[src/rtl/sram_bist_sky130_if.sv]
`default_nettype none
// ============================================================================
// Module   : sram_bist_sky130_if
// Brief    : SRAM-side port bundle between the march BIST and the SRAM wrapper.
// Revision : 1.0
// ============================================================================
interface sram_bist_sky130_if #(
    parameter int ADDR_WIDTH  = 9,
    parameter int DATA_WIDTH  = 32,
    parameter int WMASK_WIDTH = 4
);
    logic                   sram_we;
    logic [WMASK_WIDTH-1:0] sram_wmask;
    logic [ADDR_WIDTH-1:0]  sram_addr;
    logic [DATA_WIDTH-1:0]  sram_din;
    logic [DATA_WIDTH-1:0]  sram_dout;

    modport master (
        output sram_we, sram_wmask, sram_addr, sram_din,
        input  sram_dout
    );

    modport slave (
        input  sram_we, sram_wmask, sram_addr, sram_din,
        output sram_dout
    );
endinterface
`default_nettype wire

[src/rtl/sram_bist_sky130.sv]
`default_nettype none
// ============================================================================
// Module   : sram_bist_sky130
// Brief    : 4-element march BIST (W0, R0W1 up, R1W0 down, R0 up) for one
//            wrapped sky130 SRAM macro. Optional SRAM_BIST_STOP_ON_FAIL_EN
//            aborts issuing on the first mismatch.
// Revision : 1.0
// ============================================================================
module sram_bist_sky130 #(
    parameter int          ADDR_WIDTH   = 9,
    parameter int          DATA_WIDTH   = 32,
    parameter int          WMASK_WIDTH  = 4,
    parameter int          READ_LATENCY = 2,
    parameter logic [31:0] PATTERN      = 32'h5555_5555
) (
    input  wire logic              clock,
    input  wire logic              reset_n,
    input  wire logic              start,
    output logic                   busy,
    output logic                   done,
    output logic                   fail,
    output logic [ADDR_WIDTH-1:0]  fail_addr,
    output logic [15:0]            fail_count,
    sram_bist_sky130_if.master     sram
);

    localparam logic [DATA_WIDTH-1:0] c_pat        = PATTERN[DATA_WIDTH-1:0];
    localparam logic [ADDR_WIDTH-1:0] c_last       = '1;
    localparam int                    c_drain_w    = $clog2(READ_LATENCY + 1);
    localparam logic [c_drain_w-1:0]  c_drain_last = c_drain_w'(READ_LATENCY);

    typedef enum logic [2:0] {
        IDLE  = 3'd0,
        W0    = 3'd1,
        R0W1  = 3'd2,
        R1W0  = 3'd3,
        R0    = 3'd4,
        DRAIN = 3'd5,
        DONE  = 3'd6
    } state_t;

    // inv selects ~PATTERN as the expected read value
    typedef struct packed {
        logic                  valid;
        logic                  inv;
        logic [ADDR_WIDTH-1:0] addr;
    } rd_t;

    state_t                 r_state;
    logic [ADDR_WIDTH-1:0]  r_addr;
    logic                   r_phase;
    logic [c_drain_w-1:0]   r_drain;
    logic                   r_busy;
    logic                   r_done;
    logic                   r_fail;
    logic [ADDR_WIDTH-1:0]  r_fail_addr;
    logic [15:0]            r_fail_count;
    logic                   r_sram_we;
    logic [WMASK_WIDTH-1:0] r_sram_wmask;
    logic [ADDR_WIDTH-1:0]  r_sram_addr;
    logic [DATA_WIDTH-1:0]  r_sram_din;
    logic                   r_rd_valid;
    logic                   r_rd_inv;
    rd_t                    r_pipe [READ_LATENCY];

    rd_t                    w_tail;
    logic [DATA_WIDTH-1:0]  w_exp;
    logic                   w_mis;
    logic                   w_issuing;

    // The read on sram_addr is pushed one edge later, so the tail lines up
    // with sram_dout READ_LATENCY cycles after issue.
    assign w_tail    = r_pipe[READ_LATENCY-1];
    assign w_exp     = w_tail.inv ? ~c_pat : c_pat;
    assign w_mis     = w_tail.valid && (sram.sram_dout != w_exp);
    assign w_issuing = (r_state == W0) || (r_state == R0W1) ||
                       (r_state == R1W0) || (r_state == R0);

    always_ff @(posedge clock or negedge reset_n) begin
        if (!reset_n) begin
            r_state      <= IDLE;
            r_addr       <= '0;
            r_phase      <= 1'b0;
            r_drain      <= '0;
            r_busy       <= 1'b0;
            r_done       <= 1'b0;
            r_fail       <= 1'b0;
            r_fail_addr  <= '0;
            r_fail_count <= '0;
            r_sram_we    <= 1'b0;
            r_sram_wmask <= '0;
            r_sram_addr  <= '0;
            r_sram_din   <= '0;
            r_rd_valid   <= 1'b0;
            r_rd_inv     <= 1'b0;
            for (int i = 0; i < READ_LATENCY; i++) begin
                r_pipe[i] <= '0;
            end
        end else begin
            r_pipe[0] <= '{valid: r_rd_valid, inv: r_rd_inv, addr: r_sram_addr};
            for (int i = 1; i < READ_LATENCY; i++) begin
                r_pipe[i] <= r_pipe[i-1];
            end

            if (w_mis) begin
                r_fail <= 1'b1;
                if (!r_fail) begin
                    r_fail_addr <= w_tail.addr;
                end
                if (r_fail_count != 16'hFFFF) begin
                    r_fail_count <= r_fail_count + 16'd1;
                end
            end

            r_sram_we    <= 1'b0;
            r_sram_wmask <= '0;
            r_rd_valid   <= 1'b0;

            case (r_state)
                IDLE, DONE: begin
                    if (start) begin
                        r_fail       <= 1'b0;
                        r_fail_addr  <= '0;
                        r_fail_count <= '0;
                        r_done       <= 1'b0;
                        r_busy       <= 1'b1;
                        r_addr       <= '0;
                        r_state      <= W0;
                    end
                end
                W0: begin
                    r_sram_we    <= 1'b1;
                    r_sram_wmask <= '1;
                    r_sram_addr  <= r_addr;
                    r_sram_din   <= c_pat;
                    if (r_addr == c_last) begin
                        r_addr  <= '0;
                        r_phase <= 1'b0;
                        r_state <= R0W1;
                    end else begin
                        r_addr <= r_addr + ADDR_WIDTH'(1);
                    end
                end
                R0W1: begin
                    r_sram_addr <= r_addr;
                    if (!r_phase) begin
                        r_rd_valid <= 1'b1;
                        r_rd_inv   <= 1'b0;
                        r_phase    <= 1'b1;
                    end else begin
                        r_sram_we    <= 1'b1;
                        r_sram_wmask <= '1;
                        r_sram_din   <= ~c_pat;
                        r_phase      <= 1'b0;
                        if (r_addr == c_last) begin
                            r_state <= R1W0;
                        end else begin
                            r_addr <= r_addr + ADDR_WIDTH'(1);
                        end
                    end
                end
                R1W0: begin
                    r_sram_addr <= r_addr;
                    if (!r_phase) begin
                        r_rd_valid <= 1'b1;
                        r_rd_inv   <= 1'b1;
                        r_phase    <= 1'b1;
                    end else begin
                        r_sram_we    <= 1'b1;
                        r_sram_wmask <= '1;
                        r_sram_din   <= c_pat;
                        r_phase      <= 1'b0;
                        if (r_addr == '0) begin
                            r_state <= R0;
                        end else begin
                            r_addr <= r_addr - ADDR_WIDTH'(1);
                        end
                    end
                end
                R0: begin
                    r_sram_addr <= r_addr;
                    r_rd_valid  <= 1'b1;
                    r_rd_inv    <= 1'b0;
                    if (r_addr == c_last) begin
                        r_drain <= '0;
                        r_state <= DRAIN;
                    end else begin
                        r_addr <= r_addr + ADDR_WIDTH'(1);
                    end
                end
                DRAIN: begin
                    if (r_drain == c_drain_last) begin
                        r_busy  <= 1'b0;
                        r_done  <= 1'b1;
                        r_state <= DONE;
                    end else begin
                        r_drain <= r_drain + c_drain_w'(1);
                    end
                end
                default: begin
                    r_state <= IDLE;
                end
            endcase

`ifdef SRAM_BIST_STOP_ON_FAIL_EN
            // Abort: cancel this cycle's issue and let in-flight reads drain.
            if (w_mis && w_issuing) begin
                r_sram_we    <= 1'b0;
                r_sram_wmask <= '0;
                r_sram_addr  <= r_sram_addr;
                r_sram_din   <= r_sram_din;
                r_rd_valid   <= 1'b0;
                r_drain      <= '0;
                r_state      <= DRAIN;
            end
`else
            if (w_issuing && w_mis && r_fail_count == 16'hFFFF) begin
                r_fail <= 1'b1;
            end
`endif
        end
    end

    assign busy            = r_busy;
    assign done            = r_done;
    assign fail            = r_fail;
    assign fail_addr       = r_fail_addr;
    assign fail_count      = r_fail_count;
    assign sram.sram_we    = r_sram_we;
    assign sram.sram_wmask = r_sram_wmask;
    assign sram.sram_addr  = r_sram_addr;
    assign sram.sram_din   = r_sram_din;

endmodule
`default_nettype wire

[src/flat_wrapper.sv]
// flat-port wrapper written by rule: the top's interface ports become plain ports
module sram_bist_sky130_flat 
#(
    parameter int          ADDR_WIDTH   = 9,
    parameter int          DATA_WIDTH   = 32,
    parameter int          WMASK_WIDTH  = 4,
    parameter int          READ_LATENCY = 2,
    parameter logic [31:0] PATTERN      = 32'h5555_5555
)
  (clock, reset_n, start, busy, done, fail, fail_addr, fail_count, sram_sram_we, sram_sram_wmask, sram_sram_addr, sram_sram_din, sram_sram_dout);
  sram_bist_sky130_if #(.ADDR_WIDTH(ADDR_WIDTH), .DATA_WIDTH(DATA_WIDTH), .WMASK_WIDTH(WMASK_WIDTH)) sram_i ();
  input  wire logic clock;
  input  wire logic reset_n;
  input  wire logic start;
  output logic busy;
  output logic done;
  output logic fail;
  output logic [ADDR_WIDTH-1:0] fail_addr;
  output logic [15:0] fail_count;
  output wire logic [$bits(sram_i.sram_we)-1:0] sram_sram_we;
  output wire logic [$bits(sram_i.sram_wmask)-1:0] sram_sram_wmask;
  output wire logic [$bits(sram_i.sram_addr)-1:0] sram_sram_addr;
  output wire logic [$bits(sram_i.sram_din)-1:0] sram_sram_din;
  input wire logic [$bits(sram_i.sram_dout)-1:0] sram_sram_dout;
  assign sram_sram_we = sram_i.sram_we;
  assign sram_sram_wmask = sram_i.sram_wmask;
  assign sram_sram_addr = sram_i.sram_addr;
  assign sram_sram_din = sram_i.sram_din;
  assign sram_i.sram_dout = sram_sram_dout;
  sram_bist_sky130 #(.ADDR_WIDTH(ADDR_WIDTH), .DATA_WIDTH(DATA_WIDTH), .WMASK_WIDTH(WMASK_WIDTH), .READ_LATENCY(READ_LATENCY), .PATTERN(PATTERN)) u_core (.clock(clock), .reset_n(reset_n), .start(start), .busy(busy), .done(done), .fail(fail), .fail_addr(fail_addr), .fail_count(fail_count), .sram(sram_i));
endmodule
[config.mk]
export PLATFORM = sky130hd
export DESIGN_NAME = sram_bist_sky130_flat
export DESIGN_NICKNAME = d
export VERILOG_FILES = /design/src/rtl/sram_bist_sky130_if.sv /design/src/rtl/sram_bist_sky130.sv /design/src/flat_wrapper.sv
export SDC_FILE = /design/constraint.sdc
export NUM_CORES = 1
export LEC_CHECK = 0
export ABC_AREA = 1
export CAP_MARGIN = 20
export CORE_UTILIZATION = 54
export CTS_BUF_LIST = sky130_fd_sc_hd__clkbuf_8 sky130_fd_sc_hd__clkbuf_16
export DETAILED_ROUTE_END_ITERATION = 10
export PLACE_DENSITY = 0.95
export SYNTH_ARGS = -nofsm -noshare
export SYNTH_HDL_FRONTEND = slang
export SYNTH_SLANG_ARGS = --single-unit
[constraint.sdc]
create_clock -name clock -period 3.26 [get_ports clock]
set_input_delay 0.489 -clock clock [delete_from_list [all_inputs] [get_ports clock]]
set_output_delay 0.489 -clock clock [all_outputs]
set_load 0.02 [all_outputs]
---- Word-level counts from Yosys, hierarchy flattened ----
Cells that the tools add are included.
word-level totals
  logic and storage cells ................. 124
  register bits ........................... 113
  input port bits ......................... 35
cells by class
  equal/unequal tests ..................... 23
  reduce and logical (&&, ||, !) cells .... 24
  $add $sub $neg .......................... 4
  muxes and demuxes ....................... 52
operators with widths
  cell                                                    count
  two-way mux 32 bit                                      3
  one-hot mux 32 bit (3 select lines)                     1
  two-way mux 9 bit                                       10
  two-way mux 16 bit                                      4
  one-hot mux 9 bit (5 select lines)                      1
  inequality test 32 bit                                  1
  two-way mux 3 bit                                       8
  inequality test 2 bit (second input constant)           9
  one-hot mux 3 bit (6 select lines)                      1
  adder 16 x 1 -> 16 bit (second input constant)          1
  == test 16 bit (second input constant)                  1
  inequality test 16 bit (second input constant)          1
  two-way mux 1 bit                                       13
  AND reduction 3 bit                                     4
  one-hot mux 1 bit (2 select lines)                      5
  adder 9 x 1 -> 9 bit (second input constant)            1
  == test 3 bit (second input constant)                   3
  == test 9 bit (second input constant)                   1
  logical NOT 9 bit                                       1
  subtractor 9 x 1 -> 9 bit (second input constant)       1
  one-hot mux 4 bit (2 select lines)                      1
  AND reduction 8 bit                                     1
  == test 3 x 2 -> 1 bit (second input constant)          2
  inequality test 2 x 1 -> 1 bit (second input constant)  3
  17 further kinds                                        26

---- Logic depth before layout (Yosys ltp) ----
  depth after elaboration ................. 7
  mapped depth ............................ 14
  depth with buffers taken out ............ 13

---- Least setup slack after synthesis ----
OpenSTA, ideal clock, no wires.
  path type ............................... flip-flop to flip-flop
  start point ............................. reg u_core.r_addr[0]
  end point ............................... reg u_core.r_addr[7]
  cell stages (with the launch flop) ...... 12
  data required time ...................... 3140 ps
  period minus slack after synthesis ...... 1868 ps
  library setup time ...................... 120 ps
  arrival ................................. 1749 ps
  slack ................................... 1392 ps
  cell sequence ........................... dfrtp_1 ha_1 nand4_1 nor2_1 nand2_1 nor2_1 ha_1 nor2_1 nor2_1 o21ai_0 nand2_1 o21ai_2
on the way
  word-level cells in the longest chain between the ends .. 4
ends and longest elaborated chain
  what                                                     RTL line                                                                   source
  start, declared                                          sram_bist_sky130.sv:50                                                     logic [ADDR_WIDTH-1:0] r_addr;
  start signal, assigned                                   sram_bist_sky130.sv:141                                                    r_addr <= r_addr + ADDR_WIDTH'(1);
  start signal, assigned                                   sram_bist_sky130.sv:158                                                    r_addr <= r_addr + ADDR_WIDTH'(1);
  start signal, assigned                                   sram_bist_sky130.sv:176                                                    r_addr <= r_addr - ADDR_WIDTH'(1);
  subtractor 9 x 1 -> 9 bit, or another cell as far along  sram_bist_sky130.sv:176
  two-way mux 9 bit, on equally long branches              sram_bist_sky130.sv:173, sram_bist_sky130.sv:155, sram_bist_sky130.sv:184
  two-way mux 9 bit, on equally long branches              sram_bist_sky130.sv:164, sram_bist_sky130.sv:146
  one-hot mux 9 bit (5 select lines)                       sram_bist_sky130.sv:119                                                    case (r_state)
Several ways; a longest one is shown, not always the timed one. The select of a mux whose other input is x is not followed.
A chain may end at the register's enable or synchronous reset.

---- Worst setup path after layout ----
  start point ............................. reg u_core.r_addr[0]
  end point ............................... reg u_core.r_addr[1]
Same word-level chain as after synthesis.

==> impl_metrics.prom <==
# TYPE chip_impl_metric gauge
chip_impl_info{name="tritoncts_clock_tree",value="built"} 1
chip_impl_metric{name="routed-via-count",unit=""} 4066
chip_impl_metric{name="largest_net_degree_at_the_start_of_global_routing",unit=""} 80
chip_impl_metric{name="async_flop_share",unit=""} 1.00
chip_impl_metric{name="synth_cells",unit=""} 584
chip_impl_metric{name="synth_top_area_frac",unit=""} 0.445
chip_impl_info{name="synth_top_cell_by_area",value="sky130_fd_sc_hd__dfrtp_1"} 1
chip_impl_metric{name="vias_per_cell",unit=""} 5.30
chip_impl_metric{name="post_synth_fa_ha_maj_area_fraction",unit=""} 0.0225
chip_impl_metric{name="design.portCount",unit=""} 109
chip_impl_metric{name="wire_length_of_the_first_global_routing_pass",unit="µm"} 17800
chip_impl_metric{name="dp_cells",unit=""} 751
chip_impl_info{name="worst_setup_ep_type",value="flip-flop"} 1
chip_impl_metric{name="max_slew.worst_pin.slew",unit="ps"} 962
chip_impl_metric{name="edff_count_synth",unit=""} 0
chip_impl_metric{name="dr.pass1.iters",unit=""} 7
chip_impl_metric{name="route.detailed.wl_per_inst",unit="µm"} 14.4
chip_impl_metric{name="setup_tns",unit="ps"} 0
chip_impl_metric{name="worst_r2r_path_depth",unit=""} 11
chip_impl_metric{name="power_per_cell_area",unit="nW/µm²"} 908
chip_impl_info{name="synthMostInstantiatedCell",value="sky130_fd_sc_hd__nand2_1"} 1
chip_impl_metric{name="post_synth_mux_area_share",unit=""} 0
chip_impl_metric{name="setup-violations-final",unit=""} 0
chip_impl_metric{name="clkLatencyLatePin",unit="ps"} 350
chip_impl_metric{name="tritoncts.num_buffers",unit=""} 9
chip_impl_metric{name="layout.cells.non_filler",unit=""} 767
chip_impl_metric{name="cap_violations",unit=""} 0
chip_impl_metric{name="warnings_from_yosys",unit=""} 0
chip_impl_metric{name="clock_sinks",unit=""} 79
chip_impl_metric{name="post-route-drc-count",unit=""} 0
chip_impl_metric{name="netlist_area",unit="µm²"} 4440
chip_impl_metric{name="synth_xor_area_frac",unit=""} 0.0158
chip_impl_info{name="synth_ff_type",value="sky130_fd_sc_hd__dfrtp_1"} 1
chip_impl_metric{name="first_iter_violations",unit=""} 285
chip_impl_metric{name="core",unit="µm²"} 7850
chip_impl_info{name="synth.top_cells.by_area",value="sky130_fd_sc_hd__dfrtp_1 44%, sky130_fd_sc_hd__nand2_1 13%, sky130_fd_sc_hd__nor2_1 7.9%"} 1
chip_impl_metric{name="design_power_total",unit="W"} 0.00505
chip_impl_info{name="cell_type_group_with_the_largest_total_delay_on_the_critical_path",value="simple AND/OR/NAND/NOR gates"} 1
chip_impl_metric{name="start_util",unit=""} 0.566
chip_impl_metric{name="cts_htree_levels",unit=""} 3
chip_impl_info{name="cell_types_with_the_highest_counts_after_synthesis",value="153 x sky130_fd_sc_hd__nand2_1, 94 x sky130_fd_sc_hd__nor2_1, 79 x sky130_fd_sc_hd__dfrtp_1"} 1
chip_impl_metric{name="syn_to_final_growth",unit="%"} 25.3
chip_impl_info{name="dominant_combinational_cell_family_by_area_after_synthesis",value="simple AND/OR/NAND/NOR gates"} 1
chip_impl_metric{name="critical_path_arrival",unit="ps"} 2560
chip_impl_info{name="cts_root_buffer",value="sky130_fd_sc_hd__clkbuf_8"} 1
chip_impl_metric{name="worst_setup_hold_path_clk_slew",unit="ps"} 80
chip_impl_metric{name="finalCoreUtilization",unit=""} 0.709
chip_impl_metric{name="number_of_global_route_vias_before_repair",unit=""} 3988
chip_impl_metric{name="synth.yosys.seq_area_share",unit=""} 0.445
chip_impl_metric{name="timing.slew.headroom",unit=""} 0.359
chip_impl_metric{name="worst_clock_skew",unit="ps"} 7.25
chip_impl_metric{name="n_fill_cell",unit=""} 579
chip_impl_metric{name="ir_drop",unit="mV"} 0.551
chip_impl_metric{name="total_leakage_power",unit="nW"} 2.68
chip_impl_metric{name="route.antenna.remaining_nets",unit=""} 0
chip_impl_metric{name="fin_crit_sh",unit=""} 0.715
chip_impl_metric{name="synth_compound_area_frac",unit=""} 0.0662
chip_impl_metric{name="finalWirelength",unit="µm"} 11000
chip_impl_info{name="crit_top_cell",value="sky130_fd_sc_hd__nor2_1"} 1
chip_impl_metric{name="critical_path.max_stage_delay",unit="ps"} 420
chip_impl_metric{name="fp.dieArea",unit="µm²"} 8590
chip_impl_info{name="critical_path_type",value="flip-flop to flip-flop"} 1
chip_impl_metric{name="n_antenna_cell",unit=""} 0
chip_impl_metric{name="cts_max_path_buffers",unit=""} 2
chip_impl_metric{name="post-route-min-period",unit="ps"} 2330
chip_impl_metric{name="chipWidth",unit="µm"} 92.7
chip_impl_metric{name="grt_util_all_layers",unit=""} 0.263
chip_impl_info{name="grt_setup_unrepaired",value="no"} 1
chip_impl_metric{name="row_count",unit=""} 32
chip_impl_info{name="status",value="complete, no violations"} 1
chip_impl_metric{name="fp.dieH",unit="µm"} 92.7
chip_impl_info{name="critical_path.cell_chain",value="ha_1 -> nand4_1 -> nor2_1 -> nand2_1 -> nor2_1 -> ha_1 -> nor2_1 -> nor2_1 -> nand2_1 -> o21ai_0 -> o21ai_0"} 1
chip_impl_metric{name="finalMaxSlewViolations",unit=""} 0
chip_impl_metric{name="crit_fanout",unit=""} 8
chip_impl_metric{name="cts_hold_buf",unit=""} 0
chip_impl_metric{name="cp.required",unit="ps"} 3490
chip_impl_info{name="slowest_stage",value="sky130_fd_sc_hd__nor2_1"} 1
chip_impl_metric{name="globalRouteOverflowTotal",unit=""} 0
chip_impl_info{name="crit_path_start_kind",value="flip-flop"} 1
chip_impl_metric{name="max_clock_freq",unit="MHz"} 429
chip_impl_metric{name="cts_setup_buffers",unit=""} 0
chip_impl_metric{name="layout.nets",unit=""} 703
chip_impl_metric{name="cts_repair_resizes",unit=""} 0
chip_impl_metric{name="synth_nets",unit=""} 627
chip_impl_metric{name="syn_area_per_cell",unit="µm²"} 7.61
chip_impl_metric{name="ys_ff_latch",unit=""} 79
chip_impl_info{name="min-delay-path-class",value="input port to async pin"} 1
chip_impl_metric{name="number_of_antenna_violations_at_the_first_check_in_global_routing",unit=""} 0
chip_impl_metric{name="placement.io_buffers",unit=""} 108
chip_impl_metric{name="synthDistinctLibCells",unit=""} 34
chip_impl_metric{name="timing.critical_path.depth",unit=""} 11
chip_impl_metric{name="final_hold_viol_count",unit=""} 0
chip_impl_metric{name="cp_num_buf_inv",unit=""} 0
chip_impl_metric{name="post_route_cells_drive_above_1_share",unit=""} 0.0887
chip_impl_metric{name="synth_simple_gate_area_frac",unit=""} 0.326
chip_impl_metric{name="hpwl",unit="µm"} 7630
chip_impl_metric{name="place.gp.congestion",unit=""} 0.960
## power by group
group | switching [W] | internal (W)
Sequential | 0.000291 | 0.00129
Combinational | 0.00168 | 0.000990
Clock | 0.000369 | 0.000432
## state kept, by name, indices dropped and copies added (netlist names)
name	cells
u_core.r_addr	9
u_core.sram.sram_din	2
u_core.fail_addr	9
u_core.done	1
u_core.sram.sram_addr	9
u_core.r_state	3
u_core.r_rd_valid	1
u_core.busy	1
u_core.fail_count	16
u_core.r_phase	1
u_core.r_pipe	22
u_core.sram.sram_wmask	1
u_core.r_rd_inv	1
u_core.r_drain	2
u_core.fail	1
## path summary, 6_finish.rpt
| kind | start | to | slack (ps) |
|---|---|---|---|
| max | u_core.r_addr[0]$_DFFE_PN0P_ | u_core.r_addr[1]$_DFFE_PN0P_ | 930 |
| min | reset_n | u_core.sram.sram_din[30]$_DFFE_PN0P_ | 290 |
| max reg2reg | u_core.r_addr[0]$_DFFE_PN0P_ | u_core.r_addr[1]$_DFFE_PN0P_ | 930 |
| min reg2reg | u_core.r_pipe[16]$_DFF_PN0_ | u_core.r_pipe[5]$_DFF_PN0_ | 350 |
| max in group asynchronous | reset_n | u_core.fail_addr[1]$_DFF_PN0_ | 2360 |
| min in group clock | u_core.r_pipe[16]$_DFF_PN0_ | u_core.r_pipe[5]$_DFF_PN0_ | 350 |
## layout by cell type, fill, tap and decap left out, types with 9 or more instances in the layout
master / count
sky130_fd_sc_hd__a21oi_1: 9
sky130_fd_sc_hd__clkbuf_8: 9
sky130_fd_sc_hd__clkdlybuf4s50_1: 107
sky130_fd_sc_hd__dfrtp_1: 79
sky130_fd_sc_hd__inv_1: 54
sky130_fd_sc_hd__inv_2: 14
sky130_fd_sc_hd__nand2_1: 153
sky130_fd_sc_hd__nand3_1: 42
sky130_fd_sc_hd__nand4_1: 11
sky130_fd_sc_hd__nor2_1: 94
sky130_fd_sc_hd__o21ai_0: 19
sky130_fd_sc_hd__o21ai_1: 9
## area by class of cell
| class | instances | area (µm²) | share of cell area |
|---|---|---|---|
| Sequential cell | 79 | 1980 | 0.355 |
| Multi-Input combinational cell | 395 | 1910 | 0.343 |
| Timing Repair Buffer | 108 | 1080 | 0.194 |
| Inverter | 67 | 251 | 0.0452 |
| Tap cell | 102 | 128 | 0.0229 |
| Clock buffer | 9 | 124 | 0.0223 |
| Clock inverter | 7 | 96.3 | 0.0173 |
## worst reg2reg max path, cell delays in order (launching register included)
cell,delay [ps]
sky130_fd_sc_hd__dfrtp_1,400
sky130_fd_sc_hd__ha_1,230
sky130_fd_sc_hd__nand4_1,150
sky130_fd_sc_hd__nor2_1,140
sky130_fd_sc_hd__nand2_1,90
sky130_fd_sc_hd__nor2_1,140
sky130_fd_sc_hd__ha_1,230
sky130_fd_sc_hd__nor2_1,100
sky130_fd_sc_hd__nor2_1,420
sky130_fd_sc_hd__nand2_1,110
sky130_fd_sc_hd__o21ai_0,100
sky130_fd_sc_hd__o21ai_0,110
## through the flow
stage	area, µm²	hold WS, ps	setup slack, ps
4_1_cts	5570	333	975
5_1_grt	5570	354	671
2_1_floorplan	4440	193	1390
3_5_place_dp	5350	335	897
6_report	5570	293	928
3_3_place_gp	5350	331	971
## kinds of logic (layout without fill, tap and decap cells)
family | Yosys count | in the layout
compound gates | 48 | 48
fa+ha+maj | 8 | 8
xor+xnor | 8 | 8
buf+inv | 110 | 191
simple gates | 331 | 331
flops | 79 | 79
## routing by layer
metal	share of wire	GRT usage	up-vias	wire length (µm)
met1	0.37	0.294	1905	4130
li1	-	-	1948	-
met3	0.080	0.0599	21	883
met2	0.53	0.478	192	5830
met4	0.016	0.110	0	172
met5	0	0	-	0
Note: power is estimated with default switching activity, not from simulation.
